### config.mk
export PLATFORM = sky130hd
export DESIGN_NAME = fir_mac_scheduler
export DESIGN_NICKNAME = d
export VERILOG_FILES = /design/src/rtl/fir_mac_scheduler.sv
export SDC_FILE = /design/constraint.sdc
export NUM_CORES = 1
export LEC_CHECK = 0
export ABC_AREA = 1
export BUFFER_PORTS_ARGS = -buffer_cell sky130_fd_sc_hd__buf_2
export CORE_MARGIN = 10
export CORE_UTILIZATION = 59
export CTS_CLUSTER_SIZE = 24
export DETAILED_ROUTE_END_ITERATION = 8
export PLACE_DENSITY = 0.87
export SLEW_MARGIN = 0
export SYNTH_ARGS = -nofsm -noshare
export SYNTH_HDL_FRONTEND = slang
export SYNTH_SLANG_ARGS = --single-unit
### constraint.sdc
create_clock -name clk -period 2.4 [get_ports clk]
set_input_delay 0.6 -clock clk [delete_from_list [all_inputs] [get_ports clk]]
set_output_delay 0.6 -clock clk [all_outputs]
set_load 0.05 [all_outputs]
### src/rtl/fir_mac_scheduler.sv
// Round-robin scheduler sharing one FIR MAC engine between NUM_CH decimated streams.
// Sequences per-tap coefficient index and ring-buffer read address plus accumulator strobes.

module fir_req_slot #(
  parameter int ADDR_W = 8
) (
  input  logic              clk,
  input  logic              reset_n,
  input  logic              req,
  input  logic [ADDR_W-1:0] waddr,
  input  logic              take,
  input  logic              ov_clr,
  output logic              pending,
  output logic [ADDR_W-1:0] base,
  output logic              overrun
);
  always_ff @(posedge clk) begin
    if (!reset_n) begin
      pending <= 1'b0;
      base    <= '0;
      overrun <= 1'b0;
    end else begin
      if (req) begin
        pending <= 1'b1;
        base    <= waddr;
      end else if (take) begin
        pending <= 1'b0;
      end
      // a re-request in the grant cycle refills the slot, it does not overwrite it
      if (req && pending && !take) overrun <= 1'b1;
      else if (ov_clr)             overrun <= 1'b0;
    end
  end
endmodule

module fir_mac_scheduler #(
  parameter int NUM_CH   = 2,
  parameter int NUM_TAPS = 191,
  parameter int ADDR_W   = 8,
  parameter int MAC_LAT  = 2
) (
  input  logic                     clk,
  input  logic                     reset_n,
  input  logic [NUM_CH-1:0]        req,
  input  logic [NUM_CH*ADDR_W-1:0] req_waddr,
  output logic                     busy,
  output logic [1:0]               grant_ch,
  output logic [ADDR_W-1:0]        rd_addr,
  output logic [8:0]               coef_idx,
  output logic                     mac_clear,
  output logic                     mac_en,
  output logic                     mac_last,
  output logic                     acc_capture,
  output logic [NUM_CH-1:0]        overrun,
  input  logic                     overrun_clr
);
  if (NUM_TAPS < 1 || NUM_TAPS > (1 << ADDR_W) || NUM_TAPS > 512) begin : g_bad_taps
    $error("fir_mac_scheduler: NUM_TAPS out of range");
  end
  if (NUM_CH < 2 || NUM_CH > 4) begin : g_bad_ch
    $error("fir_mac_scheduler: NUM_CH must be 2..4");
  end
  if (MAC_LAT < 0 || MAC_LAT > 7) begin : g_bad_lat
    $error("fir_mac_scheduler: MAC_LAT must be 0..7");
  end

  typedef enum logic [1:0] {IDLE, RUN, DRAIN, DONE} state_t;

  localparam logic [8:0]        LAST = 9'(NUM_TAPS - 1);
  localparam logic [ADDR_W-1:0] BACK = ADDR_W'(NUM_TAPS - 1);

  state_t                         state;
  logic [1:0]                     rr_ptr;
  logic [2:0]                     drain_cnt;
  logic [NUM_CH-1:0]              pending, take;
  logic [NUM_CH-1:0][ADDR_W-1:0]  base;
  logic                           any_pend;
  logic [1:0]                     pick;
  logic [ADDR_W-1:0]              pick_base;

  for (genvar c = 0; c < NUM_CH; c++) begin : g_slot
    assign take[c] = (state == IDLE) && any_pend && (pick == 2'(c));
    fir_req_slot #(.ADDR_W(ADDR_W)) u_slot (
      .clk     (clk),
      .reset_n (reset_n),
      .req     (req[c]),
      .waddr   (req_waddr[c*ADDR_W +: ADDR_W]),
      .take    (take[c]),
      .ov_clr  (overrun_clr),
      .pending (pending[c]),
      .base    (base[c]),
      .overrun (overrun[c])
    );
  end

  // lowest pending channel at/after the pointer, else lowest overall (wrap)
  always_comb begin
    any_pend  = 1'b0;
    pick      = 2'd0;
    pick_base = '0;
    for (int i = 0; i < NUM_CH; i++) begin
      if (!any_pend && pending[i] && i >= int'(rr_ptr)) begin
        any_pend  = 1'b1;
        pick      = 2'(i);
        pick_base = base[i];
      end
    end
    for (int i = 0; i < NUM_CH; i++) begin
      if (!any_pend && pending[i]) begin
        any_pend  = 1'b1;
        pick      = 2'(i);
        pick_base = base[i];
      end
    end
  end

  always_ff @(posedge clk) begin
    if (!reset_n) begin
      state       <= IDLE;
      rr_ptr      <= 2'd0;
      drain_cnt   <= 3'd0;
      busy        <= 1'b0;
      grant_ch    <= 2'd0;
      rd_addr     <= '0;
      coef_idx    <= 9'd0;
      mac_clear   <= 1'b0;
      mac_en      <= 1'b0;
      mac_last    <= 1'b0;
      acc_capture <= 1'b0;
    end else begin
      acc_capture <= 1'b0;
      case (state)
        IDLE: if (any_pend) begin
          state     <= RUN;
          busy      <= 1'b1;
          grant_ch  <= pick;
          rr_ptr    <= (pick == 2'(NUM_CH - 1)) ? 2'd0 : pick + 2'd1;
          rd_addr   <= pick_base - BACK;
          coef_idx  <= 9'd0;
          mac_en    <= 1'b1;
          mac_clear <= 1'b1;
          mac_last  <= (NUM_TAPS == 1);
        end
        RUN: if (mac_last) begin
          mac_en    <= 1'b0;
          mac_clear <= 1'b0;
          mac_last  <= 1'b0;
          if (MAC_LAT == 0) begin
            state       <= DONE;
            acc_capture <= 1'b1;
          end else begin
            state     <= DRAIN;
            drain_cnt <= 3'd0;
          end
        end else begin
          rd_addr   <= rd_addr + 1'b1;
          coef_idx  <= coef_idx + 9'd1;
          mac_clear <= 1'b0;
          mac_last  <= (coef_idx + 9'd1 == LAST);
        end
        DRAIN: if (drain_cnt == 3'(MAC_LAT - 1)) begin
          state       <= DONE;
          acc_capture <= 1'b1;
        end else begin
          drain_cnt <= drain_cnt + 3'd1;
        end
        DONE: begin
          state <= IDLE;
          busy  <= 1'b0;
        end
        default: state <= IDLE;
      endcase
    end
  end
endmodule

Word-level counts from Yosys, hierarchy flattened. Cells that the tools add are included.

Register bits after elaboration: 51. Output and inout bits: 26.

Add/subtract/negate cells: 5. $lt $le $gt $ge: 2. Equal/unequal tests: 11. Muxes and demuxes: 41. Reductions and logical operators: 34.

Operator list (count): $mux 8 (6); $mux 9 (2); $pmux 9 s2 (1); $mux 1 (17); $pmux 8 s2 (1); $reduce_bool 2->1 (7); $logic_and 1x1->1 (12); $mux 2 (6); $reduce_and 3->1 (4); $ne 2x2->1 const B (5); $add 9x1->9 const B (1); $eq 9x8->1 const B (1); $add 8x1->8 const B (1); $pmux 1 s2 (4); $pmux 2 s4 (1); $reduce_and 2->1 (4); $sub 8x8->8 const B (1); $mux 3 (2); $pmux 3 s2 (1); $logic_not 1->1 (5); $eq 2x1->1 const B (2); $eq 2x2->1 const B (2); $ge 1x2->1 const A (2); $logic_not 2->1 (2); 3 further kinds (3).

Logic depth before layout (Yosys ltp).
Depth after elaboration: 18. Mapped depth: 11. Mapped depth without buffers: 10.

Hierarchy. A second synthesis with hierarchy kept.

Cells, all modules: 363. Area, all modules: 2583.7 sq um.

Modules (own cells, without submodules): fir_mac_scheduler (times used 1, cells an instance 275, area each 1850.5 sq um); fir_req_slot (times used 2, cells an instance 44, area each 366.6 sq um).

Worst setup path before layout. No wires, ideal clock.

Path type: register to register. From: register coef_idx[0]. To: register mac_last. Arrival time: 1692 ps. Data required time: 2272 ps. Setup slack: 580 ps. Cell stages (with the launch flop): 10. Buffers on the path: 0. Period minus slack after synthesis: 1820 ps. Cell sequence: dfxtp_1 -> ha_1 -> nand3_1 -> inv_1 -> nand3_1 -> xor2_1 -> nand3_1 -> nor2_1 -> nor2_1 -> nor2_1.

Cells in the longest elaborated chain, start to end: 4.

Ends and longest elaborated chain: start: declaration (RTL line 49) `output logic [8:0] coef_idx,`; start signal: assignment (RTL line 157) `coef_idx <= coef_idx + 9'd1;`; $add 9x1->9 (RTL line 159) `mac_last <= (coef_idx + 9'd1 == LAST);`; $eq 9x8->1 (RTL line 159); $mux 1 (RTL line 144) `RUN: if (mac_last) begin`; $pmux 1 s2 (RTL line 132) `case (state)`; end signal: assignment (RTL line 142) `mac_last <= (NUM_TAPS == 1);`; end signal: assignment (RTL line 159); end: declaration (RTL line 52) `output logic mac_last,`.

No other way between the ends. A chain may end at the register's enable or synchronous reset.

Worst setup path in the final report.
From: register state[1]. To: register mac_last.

Cells in the longest elaborated chain, start to end: 3. Elaborated cells on any way between the ends: 6. Those cells by class: eq/ne (2); mux (1); reduce/logical (3).

Ends and longest elaborated chain: start: declaration (RTL line 72) `state_t state;`; start signal: assignment (RTL line 119) `state <= IDLE;`; start signal: assignment (RTL line 134) `state <= RUN;`; start signal: assignment (RTL line 149) `state <= DONE;`; $eq 2x1->1 or $logic_not 2->1 (tied branches) (RTL line 132); $reduce_bool 2->1 (no source line) or $ne 2x2->1 (tied branches); $reduce_and 2->1 (no source line).

Parallel ways exist; a longest one is shown, timed or not.

==> flow_summary.toml <==
[run_status]
status = "complete, no violations"

[global_route]
grt_overflow = 0
grt_max_degree = 29
grt_pass1_vias = 2309
grt_usage_pct = 16.1
grt_pass1_wl_um = 10000
antenna_found_initial = 0

[route]
via_per_inst = 5.27
drtIter0Drc = 156
num_vias = 2344
drtPass1Iterations = 4
wl_per_cell_um = 13.1
drc_errors = 0
ant_nets = 0
wirelength_um = 5830

[synthesis]
yosys_warnings = 0
synthArstFlopShare_pct = 0
synth_area_leaders = "dfxtp_1 39%, nand2_1 7.8%, nor2_1 7.7%, a21oi_1 6.8%, inv_1 6.0%"
ys.flop_type = "dfxtp_1"
synth_seq_cells = 49
synth_top_area_cell = "dfxtp_1"
synth_top_area_share_pct = 39.3
ys_seq_area_share_pct = 39.3
syn_area_um2 = 2500
synth_nets = 385
synth_edf_count = 0
syn_avg_cell_area_um2 = 7.07
synthCells = 353
synth.distinct_cells = 31

[floorplanning]
dieArea_um2 = 7230
die_h_um = 85.0
std_cell_rows = 23
ios = 47
core_um2 = 4060
fp.dieW_um = 85.0
start_util_pct = 61.5

[critical_path]
setup.worst_path.class = "reg -> reg"
required_ns = 2.65
setup.worst_path.end_class = "register"
path_max_fanout = 13
cp.arrival_ns = 2.29
critPathLaunchType = "register"

[timing]
fin_skew_ns = 0.00675
fmax_mhz = 490
setup-tns-final_ns = 0
final-setup-viol-count = 0
rsz0062_at_grt = "false"
finalMaxSlewViolations = 0
period_minus_slack_ns = 2.04
min_period_over_period_pct = 85.1
finalHoldViolCount = 0

[cts]
cts_resized = 0
numCtsBuffers = 5
cts_hold_buf = 0
cts_tree = "built"
cts_root_buf = "clkbuf_8"
cts.sinks = 49
cts_htree_levels = 2
post_cts.repair.setup_buffers = 0
clk_latency_ns = 0.31
clockBufferDepth = 2
cts.clk_slew.worst_paths_ns = 0.09

[layout]
antennaDiodeCount = 0
syn_to_final_growth_pct = 14.1
nFillCells = 356
layout.nets = 426
drive_above_1_share_pct = 17.2
multi_input_area_um2 = 1280
ff_latch_area_um2 = 981
final_cells = 445

[hold_path]
hold_path.class = "reg -> reg"

[placed_design]
gp_congestion = 0.912
dp_hpwl_um = 4380
portBuffers = 45
place_inst = 437

[pwr]
p_leak_nw = 1.33
powerDensity_nw_per_um2 = 1030
finalPower_mw = 2.92
ir_drop_mv = 0.449

[job]
max-cap-violations = 0
==> report_power, final <==
part	switching, mW	total, mW	internal (mW)	leakage (nW)
Clock	0.274	0.614	0.340	0.0585
Sequential	0.147	1.11	0.964	0.404
Combinational	0.878	1.20	0.318	0.866
Total	1.30	2.92	1.62	1.33
==> registers in the layout, indices dropped and copies added, names as in the netlist <==
name / cells
drain_cnt: 3
grant_ch: 1
coef_idx: 9
mac_clear: 1
g_slot.u_slot.overrun: 2
rr_ptr: 1
mac_last: 1
mac_en: 1
g_slot.u_slot.pending: 2
state: 2
rd_addr: 8
acc_capture: 1
g_slot.u_slot.base: 16
busy: 1
==> critical path, cell delays in order, from the launching register on <==
cell and delay (ns):
dfxtp_1 0.34, inv_1 0.12, ha_1 0.38, inv_1 0.30
nor2_1 0.23, nand2_1 0.15, nor2_1 0.15, nand4_1 0.10
nor2_1 0.10, nor2_1 0.04, nor2_1 0.07
==> layout make-up <==
type	count	area share, %
clock inverters	1	1.05
multi-input cells	246	44.8
flip-flops and latches	49	34.4
clock buffers	7	3.03
inverters	44	5.80
repair buffers	48	8.70
well taps	50	2.20
==> kinds of logic after synthesis <==
kind of cell	count (synthesis)	share of synthesized area [%]
flip-flops	49	39.3
AO/OA/AOI/OAI	84	18.4
buffers and inverters	58	9.57
other	1	0.150
AND/OR/NAND/NOR	141	23.9
adder cells (fa/ha/maj)	11	5.51
XOR/XNOR	9	3.16
==> final timing paths <==
| kind | start | depth (start not counted) | to | slack, ns |
|---|---|---|---|---|
| max | state[1] | 10 | mac_last | 0.36 |
| min | g_slot[1].u_slot.base[7] | 2 | g_slot[1].u_slot.base[7] | 0.46 |
| min reg2reg | g_slot[1].u_slot.base[7] | 2 | g_slot[1].u_slot.base[7] | 0.46 |
| max reg2reg | state[1] | 10 | mac_last | 0.36 |
==> metal layers <==
layer  part of all wire, %  wire length, um  global-route usage (%)  up-vias
li1                      -                -                       -     1220
met1                    44             2580                    18.1     1049
met2                    47             2760                    27.3       65
met3                   7.1              416                    5.83       10
met4                   1.4               79                    5.99        0
met5                     0                0                       0        -
==> per-stage QoR <==
| step | setup slack [ns] | utilization (%) | hold slack (ns) | instance area, um^2 |
|---|---|---|---|---|
| after global routing | 0.0451 | 70.2 | 0.487 | 2850 |
| after CTS | 0.362 | 70.2 | 0.461 | 2850 |
| final | 0.357 | 70.2 | 0.460 | 2850 |
| after floorplan | 0.580 | - | 0.429 | 2500 |
| after global placement | 0.560 | 67.3 | 0.443 | 2730 |
| after detailed placement | 0.433 | 67.3 | 0.448 | 2730 |
==> cell usage after synthesis, types with 4 or more instances <==
library cell  count
clkbuf_1          7
o21ai_1           9
nand3_1          25
nor2_1           51
buf_4             5
o21ai_0          28
xor2_1            7
nand4_1           4
a21oi_1          34
inv_1            40
nand2_2           4
ha_1             11
dfxtp_1          49
nand2_1          52
==> cell usage in the layout (no fill, tap or decap), types with 2 or more instances in the layout <==
cell | Yosys | final
nand2_1 | 52 | 52
nor2_1 | 51 | 51
dfxtp_1 | 49 | 49
buf_2 | 2 | 45
inv_1 | 40 | 40
a21oi_1 | 34 | 34
o21ai_0 | 28 | 28
nand3_1 | 25 | 25
ha_1 | 11 | 11
o21ai_1 | 9 | 9
xor2_1 | 7 | 7
clkbuf_8 | 0 | 6
nand2_2 | 4 | 4
nand4_1 | 4 | 4
inv_2 | 3 | 3
a31oi_1 | 3 | 3
o22ai_1 | 3 | 3
buf_4 | 5 | 3
a21oi_2 | 2 | 2
xnor2_1 | 2 | 2
nor3_1 | 2 | 2
Note: power is estimated with default switching activity, not from simulation.
